<file path="src/rtl/vga_fb_arbiter.sv">
// vga_fb_arbiter: shares one single-port synchronous frame-buffer RAM between
// the VGA display read path (absolute priority during active video) and a
// drawing-engine write port using a req/ack handshake.
// Display read latency is fixed at 3 cycles (Ready_Sig -> Pixel_Valid).
// Optional feature: define VGA_ARB_FRAME_LOCK_EN to restrict writes to the
// vertical sync pulse (tear-free drawing).
module vga_fb_arbiter #(
  parameter int H_RES  = 800,
  parameter int V_RES  = 600,
  parameter int ADDR_W = 19,
  parameter int DATA_W = 8
) (
  input  logic              CLK,
  input  logic              RSTn,
  input  logic              Ready_Sig,
  input  logic [10:0]       Column_Addr_Sig,
  input  logic [10:0]       Row_Addr_Sig,
  input  logic              VSYNC_Sig,
  input  logic              Wr_Req,
  input  logic [ADDR_W-1:0] Wr_Addr,
  input  logic [DATA_W-1:0] Wr_Data,
  output logic              Wr_Ack,
  output logic              Wr_Err,
  output logic [ADDR_W-1:0] Mem_Addr,
  output logic              Mem_WE,
  output logic [DATA_W-1:0] Mem_WData,
  input  logic [DATA_W-1:0] Mem_RData,
  output logic [DATA_W-1:0] Pixel_Data,
  output logic              Pixel_Valid
);

  localparam int unsigned FB_SIZE = H_RES * V_RES;
  // vld_pipe_q[0]: address on the RAM port, [STAGES]: RAM data available
  localparam int STAGES = 1;

  typedef enum logic [1:0] {IDLE, WRITE, ACK} state_e;

  state_e              state_q, state_d;
  logic [STAGES:0]     vld_pipe_q;
  logic [ADDR_W-1:0]   mem_addr_q;
  logic                mem_we_q;
  logic [DATA_W-1:0]   mem_wdata_q;
  logic [DATA_W-1:0]   pix_q;
  logic                pix_vld_q;
  logic                drop_q;
  logic                ack_q, err_q;

  logic [ADDR_W-1:0]   row_w, col_w, rd_addr;
  logic                grant, issue, wr_in_range;

  // Linear display address Row*H_RES + Column, truncated to ADDR_W.
  assign row_w = ADDR_W'(Row_Addr_Sig);
  assign col_w = ADDR_W'(Column_Addr_Sig);
  generate
    if (H_RES == 800) begin : g_shift_mul
      // 800 = 512 + 256 + 32: shift-add instead of a multiplier
      assign rd_addr = (row_w << 9) + (row_w << 8) + (row_w << 5) + col_w;
    end else begin : g_gen_mul
      assign rd_addr = row_w * ADDR_W'(H_RES) + col_w;
    end
  endgenerate

  // Both paths register onto the RAM port at the same edge, so a write is
  // only granted from a cycle in which the display is not requesting.
`ifdef VGA_ARB_FRAME_LOCK_EN
  assign grant = ~Ready_Sig & ~VSYNC_Sig;
`else
  assign grant = ~Ready_Sig;
  logic unused_vsync;
  assign unused_vsync = VSYNC_Sig;
`endif

  assign issue       = (state_q == IDLE) & Wr_Req & grant;
  assign wr_in_range = 32'(Wr_Addr) < FB_SIZE;

  // Write FSM state register
  always_ff @(posedge CLK or negedge RSTn) begin
    if (!RSTn) state_q <= IDLE;
    else       state_q <= state_d;
  end

  // Write FSM next state: IDLE -> WRITE (1 cycle) -> ACK (1 cycle) -> IDLE
  always_comb begin
    state_d = state_q;
    unique case (state_q)
      IDLE:    if (issue) state_d = WRITE;
      WRITE:   state_d = ACK;
      ACK:     state_d = IDLE;
      default: state_d = IDLE;
    endcase
  end

  // RAM port: display read has priority; a granted in-range write otherwise
  always_ff @(posedge CLK or negedge RSTn) begin
    if (!RSTn) begin
      mem_addr_q  <= '0;
      mem_we_q    <= 1'b0;
      mem_wdata_q <= '0;
    end else begin
      mem_we_q <= 1'b0;
      if (Ready_Sig) begin
        mem_addr_q <= rd_addr;
      end else if (issue && wr_in_range) begin
        mem_we_q    <= 1'b1;
        mem_addr_q  <= Wr_Addr;
        mem_wdata_q <= Wr_Data;
      end
    end
  end

  // Handshake: remember a dropped write, pulse ack/err in the ACK cycle
  always_ff @(posedge CLK or negedge RSTn) begin
    if (!RSTn) begin
      drop_q <= 1'b0;
      ack_q  <= 1'b0;
      err_q  <= 1'b0;
    end else begin
      if (issue) drop_q <= ~wr_in_range;
      ack_q <= (state_q == WRITE);
      err_q <= (state_q == WRITE) & drop_q;
    end
  end

  // Read valid pipeline and pixel output register (zero when not valid)
  always_ff @(posedge CLK or negedge RSTn) begin
    if (!RSTn) begin
      vld_pipe_q <= '0;
      pix_q      <= '0;
      pix_vld_q  <= 1'b0;
    end else begin
      vld_pipe_q <= {vld_pipe_q[STAGES-1:0], Ready_Sig};
      pix_vld_q  <= vld_pipe_q[STAGES];
      pix_q      <= vld_pipe_q[STAGES] ? Mem_RData : '0;
    end
  end

  assign Mem_Addr    = mem_addr_q;
  assign Mem_WE      = mem_we_q;
  assign Mem_WData   = mem_wdata_q;
  assign Wr_Ack      = ack_q;
  assign Wr_Err      = err_q;
  assign Pixel_Data  = pix_q;
  assign Pixel_Valid = pix_vld_q;

endmodule

</file>
<file path="config.mk">
export PLATFORM = sky130hd
export DESIGN_NAME = vga_fb_arbiter
export DESIGN_NICKNAME = d
export VERILOG_FILES = /design/src/rtl/vga_fb_arbiter.sv
export SDC_FILE = /design/constraint.sdc
export NUM_CORES = 1
export LEC_CHECK = 0
export BUFFER_PORTS_ARGS = -buffer_cell sky130_fd_sc_hd__clkbuf_2
export CORE_ASPECT_RATIO = 0.9
export CORE_MARGIN = 8
export CORE_UTILIZATION = 35
export DETAILED_ROUTE_END_ITERATION = 12
export GPL_TIMING_DRIVEN = 1
export PLACE_DENSITY = 0.66
export SYNTH_ARGS = -nofsm -noshare
export SYNTH_HDL_FRONTEND = slang
export SYNTH_SLANG_ARGS = --single-unit
</file>
<file path="constraint.sdc">
create_clock -name CLK -period 1.45 [get_ports CLK]
set_input_delay 0.2175 -clock CLK [delete_from_list [all_inputs] [get_ports CLK]]
set_output_delay 0.2175 -clock CLK [all_outputs]
set_load 0.02 [all_outputs]
</file>
### Word level (Yosys, flattened, before mapping)

Cells that the tools add are included.

| word-level totals | value |
|---|---|
| flip-flop bits (word level) | 44 |
| input bits | 62 |
| output and inout bits | 39 |
| word-level logic and storage cells | 32 |

| cells by class | value |
|---|---|
| add/sub/neg operators | 3 |
| $lt $le $gt $ge | 1 |
| eq/ne operators | 2 |
| muxes and demuxes | 7 |
| bitwise operators | 5 |
| reductions and logical operators | 4 |

Operators with widths:

| operator | number |
|---|---|
| 19-bit two-way mux | 2 |
| 19-bit by 11-bit adder with 19-bit output | 1 |
| 19-bit by 16-bit adder with 19-bit output | 1 |
| 19-bit adder | 1 |
| 19-bit < comparator, second input constant | 1 |
| 8-bit two-way mux | 1 |
| 2-bit one-hot mux with 2 select lines | 1 |
| 1-bit AND | 3 |
| 2-bit by 1-bit equality test with 1-bit output, second input constant | 1 |
| 2-bit zero test | 1 |
| 1-bit two-way mux | 2 |
| 2-bit two-way mux | 1 |
| 2-bit inequality test, second input constant | 1 |
| 1-bit NOT | 2 |
| 2-bit AND reduction | 1 |
| 2-bit nonzero test | 1 |
| 1-bit logical AND | 1 |

### Logic depth before layout (Yosys ltp)

Gate-level depths: netlist of the first run.

| logic depth | value |
|---|---|
| word-level depth | 6 |
| gate-level depth with buffers | 11 |
| mapped depth without buffers | 11 |

### Least setup slack after synthesis of the first run

Ideal clock, no wire load.

| timing path | value |
|---|---|
| kind | input to register |
| start point | in Column_Addr_Sig[9] |
| end point | reg mem_addr_q[13] (netlist: Mem_Addr[13]) |
| setup time | 95 ps |
| data arrival time | 2,518 ps |
| data required time | 1,355 ps |
| setup slack | -1,163 ps |
| stages on the path | 10 |
| path buffers | 0 |
| cell sequence | inv_1 > fa_1 > inv_1 > fa_1 > ha_1 > nor2b_1 > o31a_1 > o21a_1 > o21a_1 > o31ai_1 |

| on the way | value |
|---|---|
| cells in the longest elaborated chain, start to end | 2 |

Ends and longest elaborated chain:

| what | RTL line | text |
|---|---|---|
| from (decl) | 16 | `input logic [10:0] Column_Addr_Sig,` |
| 19-bit by 11-bit adder with 19-bit output | 57 | `assign rd_addr = (row_w << 9) + (row_w << 8) + (row_w << 5) + col_w;` |
| 19-bit two-way mux | 101 | `if (Ready_Sig) begin` |
| to (signal assigned) | 102 | `mem_addr_q <= rd_addr;` |
| to (signal assigned) | 105 | `mem_addr_q <= Wr_Addr;` |
| to (decl) | 40 | `logic [ADDR_W-1:0] mem_addr_q;` |

No other way between the ends.
A chain may end at the register's enable or synchronous reset.

### Worst setup path in the final report of the first run

Same ends and word-level chain as after synthesis.

==> results of run 1 <==
==> cell families after synthesis <==
family	Yosys count	share of synthesized area, %
adder cells (fa/ha/maj)	37	19.8
AO/OA/AOI/OAI	51	14.3
flip-flops	44	39.9
multiplexers	9	3.63
buffers and inverters	44	7.40
AND/OR/NAND/NOR	63	12.7
XOR/XNOR	7	2.22
==> registers in the layout, indices dropped and copies added (netlist names) <==
name and flops:
Wr_Ack 1, drop_q 1, state_q 2, Mem_WData 8, Pixel_Data 8, Mem_WE 1, Mem_Addr 19, Wr_Err 1
Pixel_Valid 1, vld_pipe_q 2
==> repair_timing <==
action,in CTS,in global routing
hold endpoints to repair,44,0
pin swaps,21,18
setup buffers,5,5
hold buffers,1,0
resized for setup,30,13
endpoints found under the setup margin,27,28
cloned,2,1
==> cell usage after synthesis (3+ instances only) <==
library cell,n,area share (%)
dfrtp_1,44,40
inv_1,36,4.9
ha_1,26,12
nand2_1,16,2.2
a22oi_1,12,3.3
and2_1,11,2.5
fa_1,11,8.0
nor2_1,9,1.2
mux2_1,8,3.3
a21oi_1,6,1.1
nand3_1,6,1.1
nor3_1,6,1.1
xnor2_1,5,1.6
buf_6,4,1.6
nor2b_1,4,0.91
a211oi_1,3,0.82
o21a_1,3,0.82
o21ai_1,3,0.54
==> worst max-delay path, cell delays in order <==
cell     delay [ns]
buf_8          0.08
inv_8          0.02
fa_1           0.52
inv_1          0.05
fa_1           0.51
ha_4           0.22
nor2b_4        0.13
o31a_1         0.28
o21a_1         0.20
o21a_1         0.17
o31ai_1        0.17
==> per-stage QoR <==
stage          util [%]  area [um2]
2_1_floorplan         -        2890
3_3_place_gp       50.8        3850
3_5_place_dp       50.8        3850
4_1_cts            54.6        4140
5_1_grt            56.0        4240
6_report           56.0        4240
==> power by group <==
part	switching (mW)	internal, mW
clock	0.386	0.328
sequential	0.136	1.46
combinational	1.18	1.16
==> area by class of cell <==
| cell class | instances | area (um2) | area share (%) |
|---|---|---|---|
| Clock buffer | 6 | 72.6 | 1.71 |
| Inverter | 37 | 154 | 3.63 |
| Tap cell | 96 | 120 | 2.83 |
| Timing Repair Buffer | 162 | 1080 | 25.4 |
| Clock inverter | 1 | 5.00 | 0.118 |
| Multi-Input combinational cell | 168 | 1700 | 40.0 |
| Sequential cell | 44 | 1100 | 25.9 |
| Timing Repair inverter | 1 | 16.3 | 0.383 |
==> metal layers <==
metal  vias to the layer above  share of wire [%]  track usage (%)
li1                       1208                  -                -
met1                      1161                 41             16.0
met2                        79                 50             23.8
met3                         6                7.7             2.50
met4                         0               0.95             4.25
met5                         -                  0                0
==> path summary, 6_finish.rpt <==
path                                    start            end  depth (start not counted)
max                        Column_Addr_Sig[9]   Mem_Addr[13]                         11
min in group asynchronous                RSTn  Pixel_Data[3]                          3
max reg2reg                        state_q[0]    Mem_Addr[9]                          6
max in group asynchronous                RSTn   Mem_WData[2]                          3
min reg2reg                     vld_pipe_q[0]  vld_pipe_q[1]                          0
min                                Wr_Addr[5]    Mem_Addr[5]                          3
==> metrics list, run 1 <==
* Number of buffer cells added on primary ports: 99
* Max-Cap Viols: 0
- After layout, the worst path uses 163% of the clock period.
- Static Leakage: 2.18 nW
- Transition at the pin with the smallest max-transition slack: 0.414 ns
- Number of clock sinks: 44
- Top achievable clock speed: 422 MHz
- In this run the remaining antenna-violating nets after routing total 0.
- In this run, the number of DRC markers left after iteration 0 of detailed routing was 36.
- Measured against its own limit, the worst slew margin works out to 72.3%.
* Run status: complete, but fails checks
* Share of final-layout standard cells stronger than drive strength 1: 53.7%
* Largest net degree at the start of global routing: 45
- Of all nets on the critical path, the largest fanout is 4.
- Global routing finished with a remaining overflow of 0.
- At the placement stage, the worst setup path has a slack of -1.31 ns.
- After detailed routing, the average wire length per cell comes to 14.8 um.
- Post-Route Hold Slack: 0.139 ns
- STA classifies the critical path startpoint as an input pin.
- WS Path Type: input pin to flop
* Setup skew after layout: 0.0107 ns
* Avg Cell Area, Syn: 10.8 um2
- Unrepaired setup endpoints after global routing: yes
* Most common flop cell mapped by yosys: dfrtp_1
* Detail Placement HPWL: 6040 um
* CTS clk-pin slew, worst paths: 0.08 ns
* Cell area after synthesis: 0.00276 mm2
- Gate Count Post-Synth: 255
- Required arrival time at the worst endpoint: 1.65 ns
- The first global-routing pass estimated 12,000 um of wire.
- After detailed routing, the number of remaining DRC violations is 0.
- The path class of the tightest hold or removal check is input pin to flop.
- The final number of max-transition violations was 0.
- For this block, the routed nets add up to 7640 um of wire.
- Count of non-filler cells in the finished layout: 515
* Latest clock arrival within the worst-skew pair: 0.29 ns
- The final hold violation count is 0.
- Register area share after synthesis: 39.9%
- After layout, the worst setup slack is -0.917 ns.
- Slack of the worst reg-to-reg path: -0.24 ns
* Total placed cells including tap cells: 495
- Starting Density: 36.4%
- Initial antenna violation count: 0
- Post-synth net total: 354
- In this run, synthesis inferred 0 flip-flops with an integrated enable.
- Via count: 2,454
- The total area inside the core boundary comes to 0.00758 mm2.
- Vias/cell: 4.77
* Data arrival time at the worst-slack endpoint: 2.57 ns
- Final critical path time including I/O delays and setup: 2.37 ns
* 1st-pass router iterations: 4
- The repair_antennas step left the layout with diodes totalling 0.
* IO Count: 101
- The clock tree synthesis step divided the H-tree into 2 levels.
- Global routing used 13.5% of the available tracks.
- Leaving out fill and tap cells, the most frequent cell in the layout is clkbuf_2.
- Number of distinct library cells after synthesis: 48
- In the layout the commonest cells are clkbuf_2, buf_4, dfrtp_1.
- Clock tree from TritonCTS: done
- Die width: 110 um
* Total power divided by cell area: 1090 mW/mm2
* Yosys reg bits: 44
- Layout filler cell count: 682
* FP Rows: 30
- Counting flops with an async set or reset pin after synthesis yields a share of 100%.
* Number of synthesis warnings: 0
* Peak ir drop on the vdd network: 426 uV
* Final setup viols: 28
* Master cell of the clock root buffer: clkbuf_8
* Number of global-route vias before repair: 2,664
- After routing, the total negative slack on setup checks comes to -10.79 ns.
* Number of buffers created by CTS: 5
- The clock passes through at most 2 buffers.
* Post-layout power: 4.65 mW
* Final GP Congestion: 0.826
- The floorplan step defined a die boundary enclosing 0.0110 mm2.
- Chip Height: 100 um
- Layout net count: 518
- The checks that failed: setup timing.
* Area Growth Syn to Fin: 53.9%
* Critical Path Sink Type: flop
(Power assumes the default switching activity.)
==> inputs of run 2 (changes only) <==
--- a/config.mk
+++ b/config.mk
@@ -6,12 +6,15 @@
 export NUM_CORES = 1
 export LEC_CHECK = 0
 export BUFFER_PORTS_ARGS = -buffer_cell sky130_fd_sc_hd__clkbuf_2
+export CELL_PAD_IN_SITES_DETAIL_PLACEMENT = 1
+export CELL_PAD_IN_SITES_GLOBAL_PLACEMENT = 1
 export CORE_ASPECT_RATIO = 0.9
 export CORE_MARGIN = 8
-export CORE_UTILIZATION = 35
+export CORE_UTILIZATION = 34
+export CTS_BUF_LIST = sky130_fd_sc_hd__clkbuf_4 sky130_fd_sc_hd__clkbuf_8 sky130_fd_sc_hd__clkbuf_16
 export DETAILED_ROUTE_END_ITERATION = 12
 export GPL_TIMING_DRIVEN = 1
-export PLACE_DENSITY = 0.66
+export PLACE_DENSITY = 0.81
 export SYNTH_ARGS = -nofsm -noshare
 export SYNTH_HDL_FRONTEND = slang
 export SYNTH_SLANG_ARGS = --single-unit
==> metrics list, run 2 (synthesized netlist as in run 1, its figures left out) <==
- The detail-routed net length per standard cell came to 18.4 um (+24%).
- Total power divided by cell area: 1180 mW/mm2 (+8.2%)
- The number of rows in the core area came to 31 (+3.3%).
* Commonest cells after routing, fill and taps aside: clkbuf_2, buf_4, dfrtp_1
- The clock tree buffer depth is 2 (unchanged).
- The x dimension of the die came to 111 um (+1.2%).
- The final hold violation count came to 0 (unchanged).
- WS Path Type: input pin to flop
- Detailed-route wire length: 9520 um (+25%)
- The number of endpoints failing setup at the final stage was 28 (unchanged).
- The via total after detailed routing came to 2,580 (+5.1%).
- Violated checks: setup timing
- The met1 routed wirelength after detailed routing was 4020 um (+27%).
* Critical path buffer and inverter count: 4 (+1)
* Critical path's most frequent cell: fa_1
* Static Leakage: 2.18 nW (+0.24%)
* Final GP Congestion: 0.795 (-3.8%)
- Transition at the pin with the smallest max-transition slack: 0.393 ns (-0.0207 ns)
- The final critical-path share of the clock period is 170% (+6.9 points).
- Total number of H-tree levels: 2 (unchanged)
- Critical Path Sink Type: flop
* Critical path, cell by cell: buf_8 -> inv_8 -> fa_1 -> inv_2 -> fa_1 -> ha_4 -> nor2b_4 -> o31a_1 -> buf_4 -> o21bai_4 -> a211oi_2 -> nand3b_1
* Normalized max-slew margin: 73.7% (+1.4 points)
- Area Growth Syn to Fin: 55.6%
- Worst-path fanout max: 4 (unchanged)
- Data arrival time at the worst-slack endpoint: 2.64 ns (+0.07 ns)
- The die height is 101 um (+1.2%).
* Starting Density: 34.7% (-1.7 points)
- The final number of max-transition violations is 0 (unchanged).
- Share of final-layout standard cells stronger than drive strength 1: 54.8% (+1.1 points)
- Leaving out fill and tap cells, the most frequent cell in the layout is clkbuf_2.
- Initial antenna violation count: 0 (unchanged)
- Slowest library cell on the worst path: fa_1
- The instance count on the critical path is 12 (+1).
* CTS clk-pin slew, worst paths: 0.09 ns (about the same)
- The startpoint identified for the worst register-to-register timing path is state_q[0].
- Global router's overall resource usage: 16.2% (+2.7 points)
- The detailed router used layers up to and including met4.
* Drt initial violations: 97 (+170%)
- Among cell families on the critical path, the largest total delay comes from adder cells.
- Number of buffer cells added on primary ports: 99 (unchanged)
- CP max stage delay: 0.55 ns (+0.03 ns)
- The data required time of the worst path is 1.62 ns (-0.03 ns).
- Max-Cap Viols: 0 (unchanged)
- Master cell of the clock root buffer: clkbuf_8
* Antenna cells: 0 (unchanged)
* Vias/cell: 4.99 (+4.7%)
- WL met2: 4830 um (+26%)
- Peak ir drop on the vdd network: 618 uV (+45%)
- The post-route minimum period is 2.47 ns (+0.0995 ns).
- The met3 wire length is 606 um (+2.9%).
* Layout net count: 516 (-0.39%)
- Final Util: 54.0% (-2.0 points)
- TritonCTS built the clock tree.
- The maximum operating frequency was 405 MHz (-4.0%).
- Number of clock sinks: 44 (unchanged)
- Largest net degree at the start of global routing: 45 (unchanged)
- Run status: complete, but fails checks
- The hold path depth is 2 (-1).
- Number of global-route vias before repair: 2,957 (+11%)
- The number of remaining DRC errors is 0 (unchanged).
- The boundary pin count is 101 (unchanged).
- Latest clock arrival within the worst-skew pair: 0.30 ns (about the same)
- Worst Reg2Reg Path Length in Cells: 7 (+1)
- Worst Min Path Start: Mem_RData[1]
* Unrepaired setup endpoints after global routing: yes
- In this run the worst hold path is classified as input pin to flop.
- Wire length of the first global-routing pass: 14,800 um (+23%)
- The iteration count of the initial detailed-routing pass came to 4 (unchanged).
* Number of buffers created by CTS: 5 (unchanged)
* Detail Placement HPWL: 7130 um (+18%)
- Die Area: 0.0113 mm2 (+2.5%)
- The clock skew was 0.00311 ns (-0.00760 ns).
- Final worst setup slack: -1.02 ns (-0.0995 ns)
- The worst setup path is launched from an input pin.
- Worst setup path startpoint: Column_Addr_Sig[9]
* Total overflow reported by the global router: 0 (unchanged)
* Area of the core: 0.00795 mm2 (+4.9%)
- The number of flip-flops under the largest register name is 19 (unchanged).
- Count of nets left with antenna violations after detail routing: 0 (unchanged)
- Post-layout power: 5.08 mW (+9.4%)
run 2: changes by cell type in the layout (fill, tap and decap cells not counted), moves of 5 or more:
cell / delta
nand2_2: +6
a22oi_1: +5
nand2_1: -7
a22oi_2: -5
run 2: timing repair:
item                                    4_1_cts  5_1_grt
gates resized for setup                      29       29
endpoints found under the setup margin       29       29
setup buffers                                 6        7
hold buffers                                  1        0
hold endpoints to repair                     44        0
gates cloned                                  2        0
pin swaps                                    17       11
run 2: final cells by class:
type	instances	area (um2)
well taps	99	124
repair buffers	160	1050
flip-flops and latches	44	1100
clock inverters	2	38.8
inverters	37	159
repair inverters	1	8.76
multi-input cells	168	1720
fillers	892	3660
clock buffers	6	82.6
run 2: metrics by stage:
stage / setup TNS (ns) / hold WS (ns) / area, um2 / setup WS (ns) / cells
floorplan: -10.30 / -0.0781 / 2890 / -1.08 / 255
global placement: -14.95 / 0.217 / 3830 / -1.30 / 494
detailed placement: -16.16 / 0.223 / 3830 / -1.44 / 494
CTS: -11.26 / 0.123 / 4130 / -1.07 / 511
global route: -13.08 / 0.130 / 4290 / -1.09 / 517
finish: -11.39 / 0.124 / 4290 / -1.02 / 517
run 2: worst paths after layout:
check | endpoint | slack [ns]
setup / recovery | Mem_Addr[17] | -1.02
hold / removal | Pixel_Data[1] | 0.12
setup reg to reg | Mem_Addr[12] | -0.23
hold reg to reg | vld_pipe_q[1] | 0.36
max in group asynchronous | Mem_Addr[18] | 0.78
min in group asynchronous | Pixel_Data[2] | 0.45
run 2: metal layers:
layer	up-vias	global-route usage [%]
met5	-	0
met4	0	2.90
met3	6	4.32
met2	84	28.2
met1	1283	20.1
li1	1207	-
run 2: where the power goes:
part / leakage, nW / switching, mW / internal (mW) / total, mW
clock: 0.0614 / 0.454 / 0.564 / 1.02
sequential: 0.536 / 0.171 / 1.46 / 1.63
combinational: 1.59 / 1.29 / 1.15 / 2.44
==> inputs of run 3 (changes only) <==
--- a/config.mk
+++ b/config.mk
@@ -15,6 +15,8 @@
 export DETAILED_ROUTE_END_ITERATION = 12
 export GPL_TIMING_DRIVEN = 1
 export PLACE_DENSITY = 0.81
+export REMOVE_ABC_BUFFERS = 1
+export SETUP_SLACK_MARGIN = 0.4
 export SYNTH_ARGS = -nofsm -noshare
 export SYNTH_HDL_FRONTEND = slang
 export SYNTH_SLANG_ARGS = --single-unit
==> metrics list, run 3 (synthesized netlist as in run 1, its figures left out) <==
* Critical Path Sink Type: flop
- Area taken by flip-flops and latches: 0.00110 mm2 (unchanged)
- Master cell of the clock root buffer: clkbuf_8
* Data arrival time at the worst-slack endpoint: 2.65 ns (about the same)
- Period Utilization, post-route: 169% (-0.62 points)
- The relative contribution of the clock network to total power came to 17.0% (-3.0 points).
* Worst Reg2Reg Path Length in Cells: 7 (unchanged)
- Share of total power in sequential cells: 28.3% (-3.7 points)
* Most common cell after layout, fill and taps aside: buf_4
* Number of remaining DRC errors: 0 (unchanged)
- The number of antenna violations at the first check in global routing is 0 (unchanged).
- The via count normalized by instance count is 5.09 (+2.0%).
- Normalized max-slew margin: 61.9% (-12 points)
- Antenna cells: 0 (unchanged)
- FP Rows: 31 (unchanged)
* Final worst setup slack: -1.01 ns (+0.00905 ns)
- Commonest cells after routing, fill and taps aside: buf_4, clkbuf_2, dfrtp_1
* Run status: complete, but fails checks
- The checks that failed: setup timing.
- Count of nets left with antenna violations after detail routing: 0 (unchanged)
- CP max stage delay: 0.55 ns (about the same)
- The routability congestion estimate from global placement was 0.779 (-2.0%).
- Drt initial violations: 111 (+14%)
* Number of buffer cells added on primary ports: 99 (unchanged)
- Detailed-route wire length: 12,600 um (+32%)
* Slowest library cell on the worst path: fa_1
- The remaining global-route overflow is 0 (unchanged).
* Share of final-layout standard cells stronger than drive strength 1: 59.6% (+4.9 points)
* Top achievable clock speed: 407 MHz (+0.37%)
- The critical path goes through buf_6 -> inv_2 -> fa_1 -> inv_2 -> fa_1 -> ha_4 -> nor2b_4 -> o31a_1 -> buf_6 -> o21ai_4 -> a211o_1 -> nand3_2.
* Total power divided by cell area: 1200 mW/mm2 (+1.3%)
* Global router's overall resource usage: 19.7% (+3.5 points)
* Static Leakage: 2.48 nW (+13%)
* Die Area: 0.0113 mm2 (unchanged)
- The number of endpoints failing setup at the final stage is 29 (+3.6%).
* Latest clock arrival within the worst-skew pair: 0.31 ns (about the same)
- The final number of max-transition violations was 0 (unchanged).
- STA classifies the critical path startpoint as an input pin.
* Detail Placement HPWL: 6850 um (-4.0%)
* Final hold viol count: 0 (unchanged)
- Wire length of the first global-routing pass: 17,500 um (+18%)
- The area growth from synthesis to layout is 78.2%.
- Total number of H-tree levels: 2 (unchanged)
- Die width: 111 um (unchanged)
- Switching share of power: 37.1% (-0.52 points)
* Required arrival time at the worst endpoint: 1.64 ns (+0.02 ns)
* Total internal power: 3.71 mW (+17%)
* Worst hold stages: 2 (unchanged)
- The clock edge transition at the registers on the reported setup and hold paths is 0.09 ns (about the same).
* Switching component of the power: 2.19 mW (+14%)
- The boundary pin count was 101 (unchanged).
- Layout filler cell count: 864 (-3.1%)
- The iteration count of the initial detailed-routing pass was 4 (unchanged).
- The via count of the first global-routing pass was 3,230 (+9.2%).
- Buffers from clock root to sink, at most: 2 (unchanged)
- Starting Density: 34.7% (unchanged)
- WS Path Type: input pin to flop
- TritonCTS built the clock tree.
* Number of buffers created by CTS: 5 (unchanged)
- Final critical path time including I/O delays and setup: 2.46 ns (-0.00905 ns)
- Routed len/inst: 22.6 um (+23%)
- The combinational cell fraction of total power was 54.7% (+6.8 points).
* Worst-path fanout max: 3 (-1)
- Hold Path Class: input pin to flop
- Number of flip-flops under the largest register name: 19 (unchanged)
* Peak ir drop on the vdd network: 625 uV (+1.1%)
- Setup skew after layout: 0.0108 ns (+0.00774 ns)
- Chip Height: 101 um (unchanged)
- Largest net degree at the start of global routing: 45 (unchanged)
- Transition at the pin with the smallest max-transition slack: 0.568 ns (+0.175 ns)
* Post-Route Hold Slack: 0.131 ns (+0.00696 ns)
- The number of sinks on the clock net was 44 (unchanged).
- Unrepaired setup endpoints after global routing: yes
- The number of max-cap violations came to 0 (unchanged).
- The core footprint came to 0.00795 mm2 (unchanged).
* Via count: 2,824 (+9.5%)
- The post-layout net count came to 554 (+7.4%).
- Area of the multi-input gates: 0.00176 mm2 (+1.9%)
- The final sum of negative setup slack was -12.59 ns (-1.20 ns).
[run 3: cell count changes in the layout (fill, tap and decap cells not counted), moves of 20 or more]
cell,before,now
clkbuf_2,94,57
buf_6,10,30
buf_4,50,79
clkbuf_8,6,32
[run 3: critical path, delay by kind of cell]
kind	cells	cell delay, ns
and+or+nand+nor	2	0.19
buffers and inverters	4	0.29
AOI/OAI and AO/OA	3	0.62
adders and majority gates	3	1.31
[run 3: power groups by stage]
stage	registers [mW]	logic (mW)	clock network, mW
2_1_floorplan	1.87	0.853	0
3_3_place_gp	1.61	1.93	0
3_5_place_dp	1.61	2.00	0
5_1_grt	1.69	3.42	1.06
4_1_cts	1.62	2.73	0.969
6_report	1.67	3.22	1.00
[run 3: layout make-up]
| type | count | area share (%) |
|---|---|---|
| clock buffers | 5 | 1.40 |
| clock inverters | 3 | 0.866 |
| inverters | 37 | 3.03 |
| multi-input cells | 168 | 35.8 |
| flip-flops and latches | 44 | 22.4 |
| well taps | 99 | 2.52 |
| repair buffers | 198 | 33.8 |
| repair inverters | 1 | 0.178 |
[run 3: what timing repair did]
action	in CTS	in global routing
setup buffers	27	16
hold endpoints to repair	44	0
cloned	2	0
setup endpoints to repair	58	70
pin swaps	22	19
hold buffers	1	0
gates resized for setup	108	75
[run 3: through the flow]
stage	worst slack (ns)	power (mW)	area, um2	util [%]	std cells
finish	-1.01	5.89	4910	61.8	555
floorplan	-1.16	2.72	2700	-	248
global route	-1.09	6.17	4910	61.8	555
CTS	-1.00	5.32	4520	56.9	539
detailed placement	-1.46	3.62	3740	47.1	501
global placement	-1.34	3.53	3740	47.1	501
[run 3: final timing paths]
kind / from / endpoint / slack (ns)
worst max-delay path: Column_Addr_Sig[9] / Mem_Addr[15] / -1.01
worst min-delay path: Mem_RData[0] / Pixel_Data[0] / 0.13
worst max register to register: state_q[1] / Mem_Addr[15] / -0.30
worst min register to register: vld_pipe_q[0] / vld_pipe_q[1] / 0.37
max in group asynchronous: RSTn / Pixel_Data[2] / 0.81
min in group asynchronous: RSTn / Mem_Addr[4] / 0.42
[run 3: layer usage]
layer,track usage (%),vias to the layer above,part of all wire [%]
met5,0,-,0
met1,21.0,1409,37
met3,6.04,33,5.5
met4,6.64,0,3.5
li1,-,1276,-
met2,36.5,106,54
